File: src/rtl/ro_pair_freq_cmp.sv
// Ring-oscillator pair frequency comparator: gates both oscillators over a
// fixed clk window, counts their synchronized rising edges and emits one PUF bit.
module ro_pair_freq_cmp #(
    parameter int CNT_W       = 16,
    parameter int WINDOW      = 64,
    parameter int SETTLE      = 4,
    parameter int SYNC_STAGES = 2
) (
    input  logic             clk,
    input  logic             rst,
    input  logic             start,
    input  logic             ro_a,
    input  logic             ro_b,
    output logic             osc_en,
    output logic             busy,
    output logic             done,
    output logic             response,
    output logic             tie,
    output logic [CNT_W-1:0] count_a,
    output logic [CNT_W-1:0] count_b
);

    localparam int TMAX = (WINDOW > SETTLE) ? WINDOW : SETTLE;
    localparam int TW   = (TMAX > 1) ? $clog2(TMAX) : 1;

    typedef enum logic [2:0] {
        ST_IDLE,
        ST_SETTLE,
        ST_MEASURE,
        ST_CMP,
        ST_DONE
    } state_t;

    state_t                 state, state_nx;
    logic [TW-1:0]          timer;
    logic [SYNC_STAGES-1:0] sync_a, sync_b;
    logic                   hist_a, hist_b;
    logic                   rise_a, rise_b;
    logic                   settle_last, window_last;

    // Synchronizers and edge history run regardless of state.
    always_ff @(posedge clk or posedge rst) begin
        if (rst) begin
            sync_a <= '0;
            sync_b <= '0;
            hist_a <= 1'b0;
            hist_b <= 1'b0;
        end else begin
            sync_a <= {sync_a[SYNC_STAGES-2:0], ro_a};
            sync_b <= {sync_b[SYNC_STAGES-2:0], ro_b};
            hist_a <= sync_a[SYNC_STAGES-1];
            hist_b <= sync_b[SYNC_STAGES-1];
        end
    end

    assign rise_a      = sync_a[SYNC_STAGES-1] & ~hist_a;
    assign rise_b      = sync_b[SYNC_STAGES-1] & ~hist_b;
    assign settle_last = (timer == TW'(SETTLE - 1));
    assign window_last = (timer == TW'(WINDOW - 1));

    always_ff @(posedge clk or posedge rst) begin
        if (rst) state <= ST_IDLE;
        else     state <= state_nx;
    end

    always_comb begin
        state_nx = state;
        unique case (state)
            ST_IDLE:    if (start) state_nx = ST_SETTLE;
            ST_SETTLE:  if (settle_last) state_nx = ST_MEASURE;
            ST_MEASURE: if (window_last) state_nx = ST_CMP;
            ST_CMP:     state_nx = ST_DONE;
            ST_DONE:    state_nx = ST_IDLE;
            default:    state_nx = ST_IDLE;
        endcase
    end

    always_comb begin
        osc_en = 1'b0;
        busy   = 1'b0;
        done   = 1'b0;
        unique case (state)
            ST_SETTLE, ST_MEASURE, ST_CMP: begin
                osc_en = 1'b1;
                busy   = 1'b1;
            end
            ST_DONE: done = 1'b1;
            default: ;
        endcase
    end

    // Timer restarts on every state change, so it counts cycles spent in the current state.
    always_ff @(posedge clk or posedge rst) begin
        if (rst) begin
            timer <= '0;
        end else if (state_nx != state || state == ST_IDLE) begin
            timer <= '0;
        end else begin
            timer <= timer + TW'(1);
        end
    end

    always_ff @(posedge clk or posedge rst) begin
        if (rst) begin
            count_a  <= '0;
            count_b  <= '0;
            response <= 1'b0;
            tie      <= 1'b0;
        end else begin
            if (state == ST_IDLE && start) begin
                count_a <= '0;
                count_b <= '0;
            end else if (state == ST_MEASURE && !window_last) begin
                if (rise_a && count_a != '1) count_a <= count_a + CNT_W'(1);
                if (rise_b && count_b != '1) count_b <= count_b + CNT_W'(1);
            end
            if (state == ST_CMP) begin
                response <= (count_a > count_b);
                tie      <= (count_a == count_b);
            end
        end
    end

endmodule

File: config.mk
export PLATFORM = sky130hd
export DESIGN_NAME = ro_pair_freq_cmp
export DESIGN_NICKNAME = d
export VERILOG_FILES = /design/src/rtl/ro_pair_freq_cmp.sv
export SDC_FILE = /design/constraint.sdc
export NUM_CORES = 1
export LEC_CHECK = 0
export CORE_AREA = 2 2 76 107
export CTS_BUF_LIST = sky130_fd_sc_hd__clkbuf_4 sky130_fd_sc_hd__clkbuf_8
export DETAILED_ROUTE_END_ITERATION = 16
export DIE_AREA = 0 0 78 109
export DONT_BUFFER_PORTS = 1
export PLACE_DENSITY = 0.61
export SLEW_MARGIN = 20
export SYNTH_ARGS = -nofsm -noshare
export SYNTH_HDL_FRONTEND = slang
export SYNTH_SLANG_ARGS = --single-unit
File: constraint.sdc
create_clock -name clk -period 3.6 [get_ports clk]
set_clock_uncertainty 0.05 [all_clocks]
set_input_delay 0.72 -clock clk [delete_from_list [all_inputs] [get_ports clk]]
set_output_delay 0.72 -clock clk [all_outputs]
set_load 0.1 [all_outputs]
==> results.ini, run 1 <==
[synthesis]
netlist_area_um2=2930
synth_edf_count=0
async_reset_ff_share_pct=100
yosysWarnings=0
syn_area_per_cell_um2=9.55
synthesis.nets=331
syn-instance-count=307
synth-seq-cells=49
synth_top_area_share_pct=41.8
ys_seq_area_share_pct=41.8
synth-main-ff-cell=dfrtp_1
synth.area.top_cells=dfrtp_1 (42%), ha_1 (8.1%), xnor2_1 (5.7%)
ys_types=50
yosys.area.top_type=dfrtp_1

[worst_setup_path]
critical_path_peak_fanout=8
arrival_ns=1.88
path_class=register to output pin
r2r-start=count_b[15]$_DFFE_PP0P_
worstPathRequired_ns=2.83
reg2reg_to=response$_DFFE_PP0N_
startpoint=state[0]$_DFF_PP0_
startpoint_type=register
cp-end-kind=output pin
r2r_cells=7
r2r_slack_ns=1.21

[min_path]
hold_path_class=primary input to async pin

[power_and_ir_drop]
clkPwrFrac_pct=11.2
sw_frac_of_total_pct=60.2
leakagePower_nw=1.49
irDropWorstVdd_v=0.000473
power.density_nw_per_um2=962
power_frac_seq_pct=26.4
p_switching_mw=1.95
p_int_mw=1.29
pwr-share-comb_pct=62.4

[timing]
period_share_pct=73.6
setup_viol=0
fmax_ghz=0.378
setup_tns_ns=0
drv_slew=0
hold_viol_final=0
tightest_slew_ns=0.975
period_needed_ns=2.65
rsz0062_at_grt=false
slew-limit-headroom_pct=35.0

[floorplan]
die_area_um2=8500
placementRows=38
core_um2=7610
start_util_pct=38.5
die_x_um=78
die_h_um=109
io_pins=42

[routing]
drc=0
wl_met2_um=3550
m1WireLength_um=3010
met3WireLength_um=431
drtAntennaViolNets=0
viasPerCell=5.44
dr.pass1.iters=4
via_count=2401
dr.max_layer_used=met4
first_iter_violations=175
wl_um=7190
routedWlPerCell_um=16.3

[layout]
stdcell_count=441
syn_to_final_growth_pct=14.8
drive_gt1_share_pct=19.6
nNetsFinal=364
mostFrequentLayoutCells=dfrtp_1 (49), nor2_1 (37), buf_4 (34)
final_common_cell=dfrtp_1
insertedDiodeCount=0

[job]
cap_violations=0

[cts]
cts-root-buf=clkbuf_8
cts_resized=0
h-tree-depth=2
clock_latency_ns=0.31
clockBufferDepth=2
cts.hold.buffers_added=0
cts_buffers=5
cts_setup_buffers=0
clock_sinks=49
cts_tree=yes
cts.clk_slew.worst_paths_ns=0.10

[place]
dp.cells=433
io_buffers=0
hpwl_um=5380
gp_congestion=0.865

[global_route]
grt_util_all_layers_pct=18.5
overflow=0
antenna_found_initial=0
grt_pass1_wl_um=12200
grt_max_degree=28
grt_pass1_vias=2369

[outcome]
status=complete, no violations

## per-stage QoR
stage               utilization [%]  hold WS (ns)  power (mW)  setup slack (ns)  instance area (um^2)
CTS                            44.2         0.311        3.26             0.935                  3360
floorplan                         -         0.281        2.44             0.531                  2930
finish                         44.2         0.303        3.24             0.951                  3360
detailed placement             42.9         0.286        2.89              1.23                  3270
global route                   44.2         0.312        3.42             0.829                  3360
global placement               42.9         0.283        2.86              1.24                  3270
## critical path, stage by stage, from the launching register on
cell	delay (ns)
dfrtp_1	0.51
nor2_1	0.25
and2_1	0.80
## logic make-up after synthesis
| logic type | count (synthesis) | share of synthesized area (%) |
|---|---|---|
| xor gates and xnor gates | 23 | 6.87 |
| adders and majority gates | 19 | 8.11 |
| AOI/OAI and AO/OA | 51 | 13.8 |
| muxes | 2 | 0.683 |
| buffers and inverters | 34 | 5.12 |
| and+or+nand+nor | 129 | 23.6 |
| DFF | 49 | 41.8 |
## power by group through the flow
stage	Clock, mW	Combinational, mW	Sequential, mW
2_1_floorplan	0	0.609	1.83
3_3_place_gp	0	1.99	0.864
3_5_place_dp	0	2.02	0.867
4_1_cts	0.373	2.03	0.854
5_1_grt	0.390	2.16	0.871
6_report	0.363	2.02	0.854
## how the worst max path moves through the flow
stage                     slack [ns]                   end  cells past startpoint
after CTS                       0.93                  done                      2
after global placement          1.24  response$_DFFE_PP0N_                      7
after detailed placement        1.23  response$_DFFE_PP0N_                      7
final                           0.95                  done                      2
after floorplan                 0.53                osc_en                      3
after global routing            0.83                  done                      2
## synth_stat cells, types with 3 or more instances
| cell | count |
|---|---|
| a211oi_1 | 3 |
| nand4_1 | 11 |
| a31o_2 | 3 |
| a2111oi_2 | 4 |
| nand3_1 | 16 |
| nor4_1 | 4 |
| nor4_2 | 3 |
| inv_1 | 25 |
| nor2_1 | 38 |
| clkbuf_1 | 4 |
| xnor2_1 | 19 |
| nor3_1 | 9 |
| ha_1 | 19 |
| nand2_1 | 26 |
| dfrtp_1 | 49 |
| o21ai_0 | 8 |
| or3_1 | 4 |
| xor2_1 | 4 |
| a21oi_1 | 16 |
## per-layer routing
metal	global-route usage, %	up-vias
met5	0	-
met4	8.52	0
met3	4.06	15
met2	31.7	67
met1	22.2	1169
li1	-	1150
## registers in the layout (all words and copies together), names as in the netlist
name	count
count_a	16
count_b	16
timer	6
state	3
sync_a	2
sync_b	2
hist_a	1
hist_b	1
response	1
tie	1
## final cells by class
type                       instances  area, um^2
fill                             760        4240
multi-input combinational        224        1560
sequential                        49        1230
timing repair buffer              34         255
tap                              100         125
inverter                          26        97.6
clock buffer                       5        68.8
clock inverter                     3        28.8
(Power assumes the default switching activity.)
==> inputs of run 2 (changes only) <==
ABC_AREA = 1   (was default)
CORE_AREA = 2 2 80 112   (was 2 2 76 107)
DIE_AREA = 0 0 82 114   (was 0 0 78 109)
clock period = 2.65 ns   (was 3.6 ns; I/O delays follow)
==> results.ini, run 2 <==
[min_path]
worstHoldEndpoint=sync_a[0]$_DFF_PP0_
hp-start=ro_a
min_path_cells=0
hold_path_class=primary input to register

[worst_setup_path]
cp_num_buf_inv=2  ; +2
arrival_ns=1.54  ; -0.34 ns
worstPathRequired_ns=2.07  ; -0.76 ns
crit_chain=inv_2 > a21oi_4 > buf_4
r2r_cells=8  ; +1
cp-end-kind=output pin
cp_top_family=buffers and inverters
startpoint_type=register
r2r_slack_ns=0.59  ; -0.62 ns
path_class=register to output pin
reg2reg_to=count_a[0]$_DFFE_PP0P_
critical_path_peak_fanout=5  ; -3
slowest_delay_ns=0.48  ; -0.32 ns
crit_slowest_cell=buf_4
r2r-start=timer[0]$_DFF_PP0_

[power_and_ir_drop]
p_int_mw=1.33  ; +3.2%
irDropWorstVdd_v=0.000789  ; +67%
p_switching_mw=1.02  ; -48%
clkPwrFrac_pct=24.9  ; +14 points
pwr-share-comb_pct=37.8  ; -25 points
leakagePower_nw=1.91  ; +28%
power.density_nw_per_um2=622  ; -35%
power_frac_seq_pct=37.3  ; +11 points
sw_frac_of_total_pct=43.3  ; -17 points

[synthesis]
synth_xor_area_share_pct=4.03  ; -2.8 points
syn-instance-count=444  ; +45%
yosys-top-cells-count=nand2_1 (131), inv_1 (51), dfrtp_1 (49), nand3_1 (49), nor2_1 (40)
synth_edf_count=0  ; unchanged
syn_area_per_cell_um2=7.35  ; -23%
synth.mux.area_fraction_pct=0  ; -0.68 points
synth_top_area_share_pct=37.6  ; -4.2 points
synth-simple-area-share_pct=40.2  ; +17 points
synthesis.nets=468  ; +41%
synth_top_family_by_area=simple AND/OR/NAND/NOR gates
synth-seq-cells=49  ; unchanged
netlist_area_um2=3260  ; +11%
yosys.area.top_type=dfrtp_1
synth-main-ff-cell=dfrtp_1
synthMostInstantiatedCell=nand2_1
ys_seq_area_share_pct=37.6  ; -4.2 points
synthAdderAreaFrac_pct=7.29  ; -0.82 points
async_reset_ff_share_pct=100  ; unchanged
yosysWarnings=0  ; unchanged
synth.area.top_cells=dfrtp_1 (38%), nand2_1 (15%), nand3_1 (7.5%)
synth_compound_area_share_pct=2.84  ; -11 points
ys_types=26  ; -48%

[global_route]
antenna_found_initial=0  ; unchanged
overflow=0  ; unchanged
grt_pass1_vias=2904  ; +23%
grt_pass1_wl_um=13600  ; +11%
grt_max_degree=24  ; -14%
grt_util_all_layers_pct=18.8  ; +0.37 points

[timing]
fmax_ghz=0.471
tightest_slew_ns=0.909  ; -0.0661 ns
setup_viol=0  ; unchanged
fin_ws_ns=0.527  ; -0.425 ns
rsz0062_at_grt=false
hold_viol_final=0  ; unchanged
setup_tns_ns=0  ; unchanged
period_needed_ns=2.12
slew-limit-headroom_pct=39.4  ; +4.4 points
period_share_pct=80.1
drv_slew=0  ; unchanged

[cts]
cts.clk_slew.worst_paths_ns=0.09  ; about the same
cts_tree=yes
cts_buffers=5  ; unchanged
clock_sinks=49  ; unchanged
clock_latency_ns=0.31  ; about the same
cts_setup_buffers=0  ; unchanged
clockBufferDepth=2  ; unchanged
h-tree-depth=2  ; unchanged
cts-root-buf=clkbuf_8

[place]
gp_congestion=0.897  ; +3.7%
place_ws_ns=0.616  ; -0.609 ns
io_buffers=0  ; unchanged
hpwl_um=6230  ; +16%
dp.cells=578  ; +33%

[layout]
nNetsFinal=505  ; +39%
fillCellCount=842  ; +11%
final_common_cell=nand2_1
top_regs=count_a: 16 flops, count_b: 16 flops, timer: 6 flops
mostFrequentLayoutCells=nand2_1 (131), inv_1 (50), nand3_1 (49), dfrtp_1 (49), nor2_1 (40)
drive_gt1_share_pct=13.9  ; -5.7 points
syn_to_final_growth_pct=15.6
stdcell_count=587  ; +33%
insertedDiodeCount=0  ; unchanged

[routing]
dr.pass1.iters=4  ; unchanged
wl_um=8130  ; +13%
drtAntennaViolNets=0  ; unchanged
drc=0  ; unchanged
via_count=3020  ; +26%
first_iter_violations=149  ; -15%
routedWlPerCell_um=13.8  ; -15%
viasPerCell=5.14  ; -5.5%

[floorplan]
core_um2=8410  ; +11%
die_h_um=114  ; +4.6%
die_x_um=82  ; +5.1%
start_util_pct=38.8  ; +0.26 points
die_area_um2=9350  ; +10%
placementRows=40  ; +5.3%
io_pins=42  ; unchanged

[outcome]
status=complete, no violations

[job]
cap_violations=0  ; unchanged

[run 2: power groups by stage]
stage / registers [mW] / logic, mW / clock network (mW)
3_5_place_dp: 0.891 / 0.892 / 0
5_1_grt: 0.886 / 0.969 / 0.628
3_3_place_gp: 0.889 / 0.889 / 0
2_1_floorplan: 1.29 / 0.299 / 0
4_1_cts: 0.876 / 0.896 / 0.596
6_report: 0.875 / 0.886 / 0.584
[run 2: area by class of cell]
class	count	area, um^2	area share, %
clock inverters	1	30.0	0.797
well taps	105	131	3.48
flip-flops and latches	49	1230	32.5
inverters	54	203	5.38
clock buffers	7	90.1	2.39
repair buffers	39	295	7.83
multi-input cells	332	1790	47.6
[run 2: logic make-up after synthesis]
kind of cell               Yosys count
DFF                                 49
AOI/OAI and AO/OA                   18
xor gates and xnor gates            15
buffers and inverters               63
adders and majority gates           19
and+or+nand+nor                    280
[run 2: stage by stage]
step                      power (mW)  util [%]  instance area, um^2  hold WS, ns
after global placement          1.78      43.3                 3640        0.281
final                           2.34      44.8                 3770        0.193
after CTS                       2.37      44.8                 3770        0.183
after floorplan                 1.59         -                 3270        0.281
after detailed placement        1.78      43.3                 3640        0.281
after global routing            2.48      44.8                 3770        0.161
[run 2: how the worst max path moves through the flow]
stage / from / to / slack [ns] / cells after the start
4_1_cts: state[1]$_DFF_PP0_ / busy / 0.52 / 3
5_1_grt: timer[0]$_DFF_PP0_ / count_a[3]$_DFFE_PP0P_ / 0.39 / 8
3_5_place_dp: timer[0]$_DFF_PP0_ / count_a[0]$_DFFE_PP0P_ / 0.62 / 8
2_1_floorplan: state[1]$_DFF_PP0_ / osc_en / 0.24 / 3
6_report: state[1]$_DFF_PP0_ / busy / 0.53 / 3
3_3_place_gp: timer[0]$_DFF_PP0_ / count_a[13]$_DFFE_PP0P_ / 0.62 / 8
[run 2: what timing repair did]
item,in CTS,in global routing
resized for setup,0,0
hold buffers,1,0
hold endpoints to repair,7,0
[run 2: per-layer routing]
layer | wire, um | track usage (%) | share of wire [%] | vias up
li1 | - | - | - | 1522
met1 | 3420 | 22.5 | 42 | 1435
met2 | 4250 | 32.8 | 52 | 53
met3 | 299 | 3.64 | 3.7 | 10
met4 | 151 | 7.00 | 1.9 | 0
met5 | 0 | 0 | 0 | -
[run 2: worst register-to-register path: cells and delay by family (launching register included)]
kind                     cells  cell delay (ns)
adder cells (fa/ha/maj)      1             0.24
buffers and inverters        1             0.07
flip-flops                   1             0.40
AND/OR/NAND/NOR              6             1.25
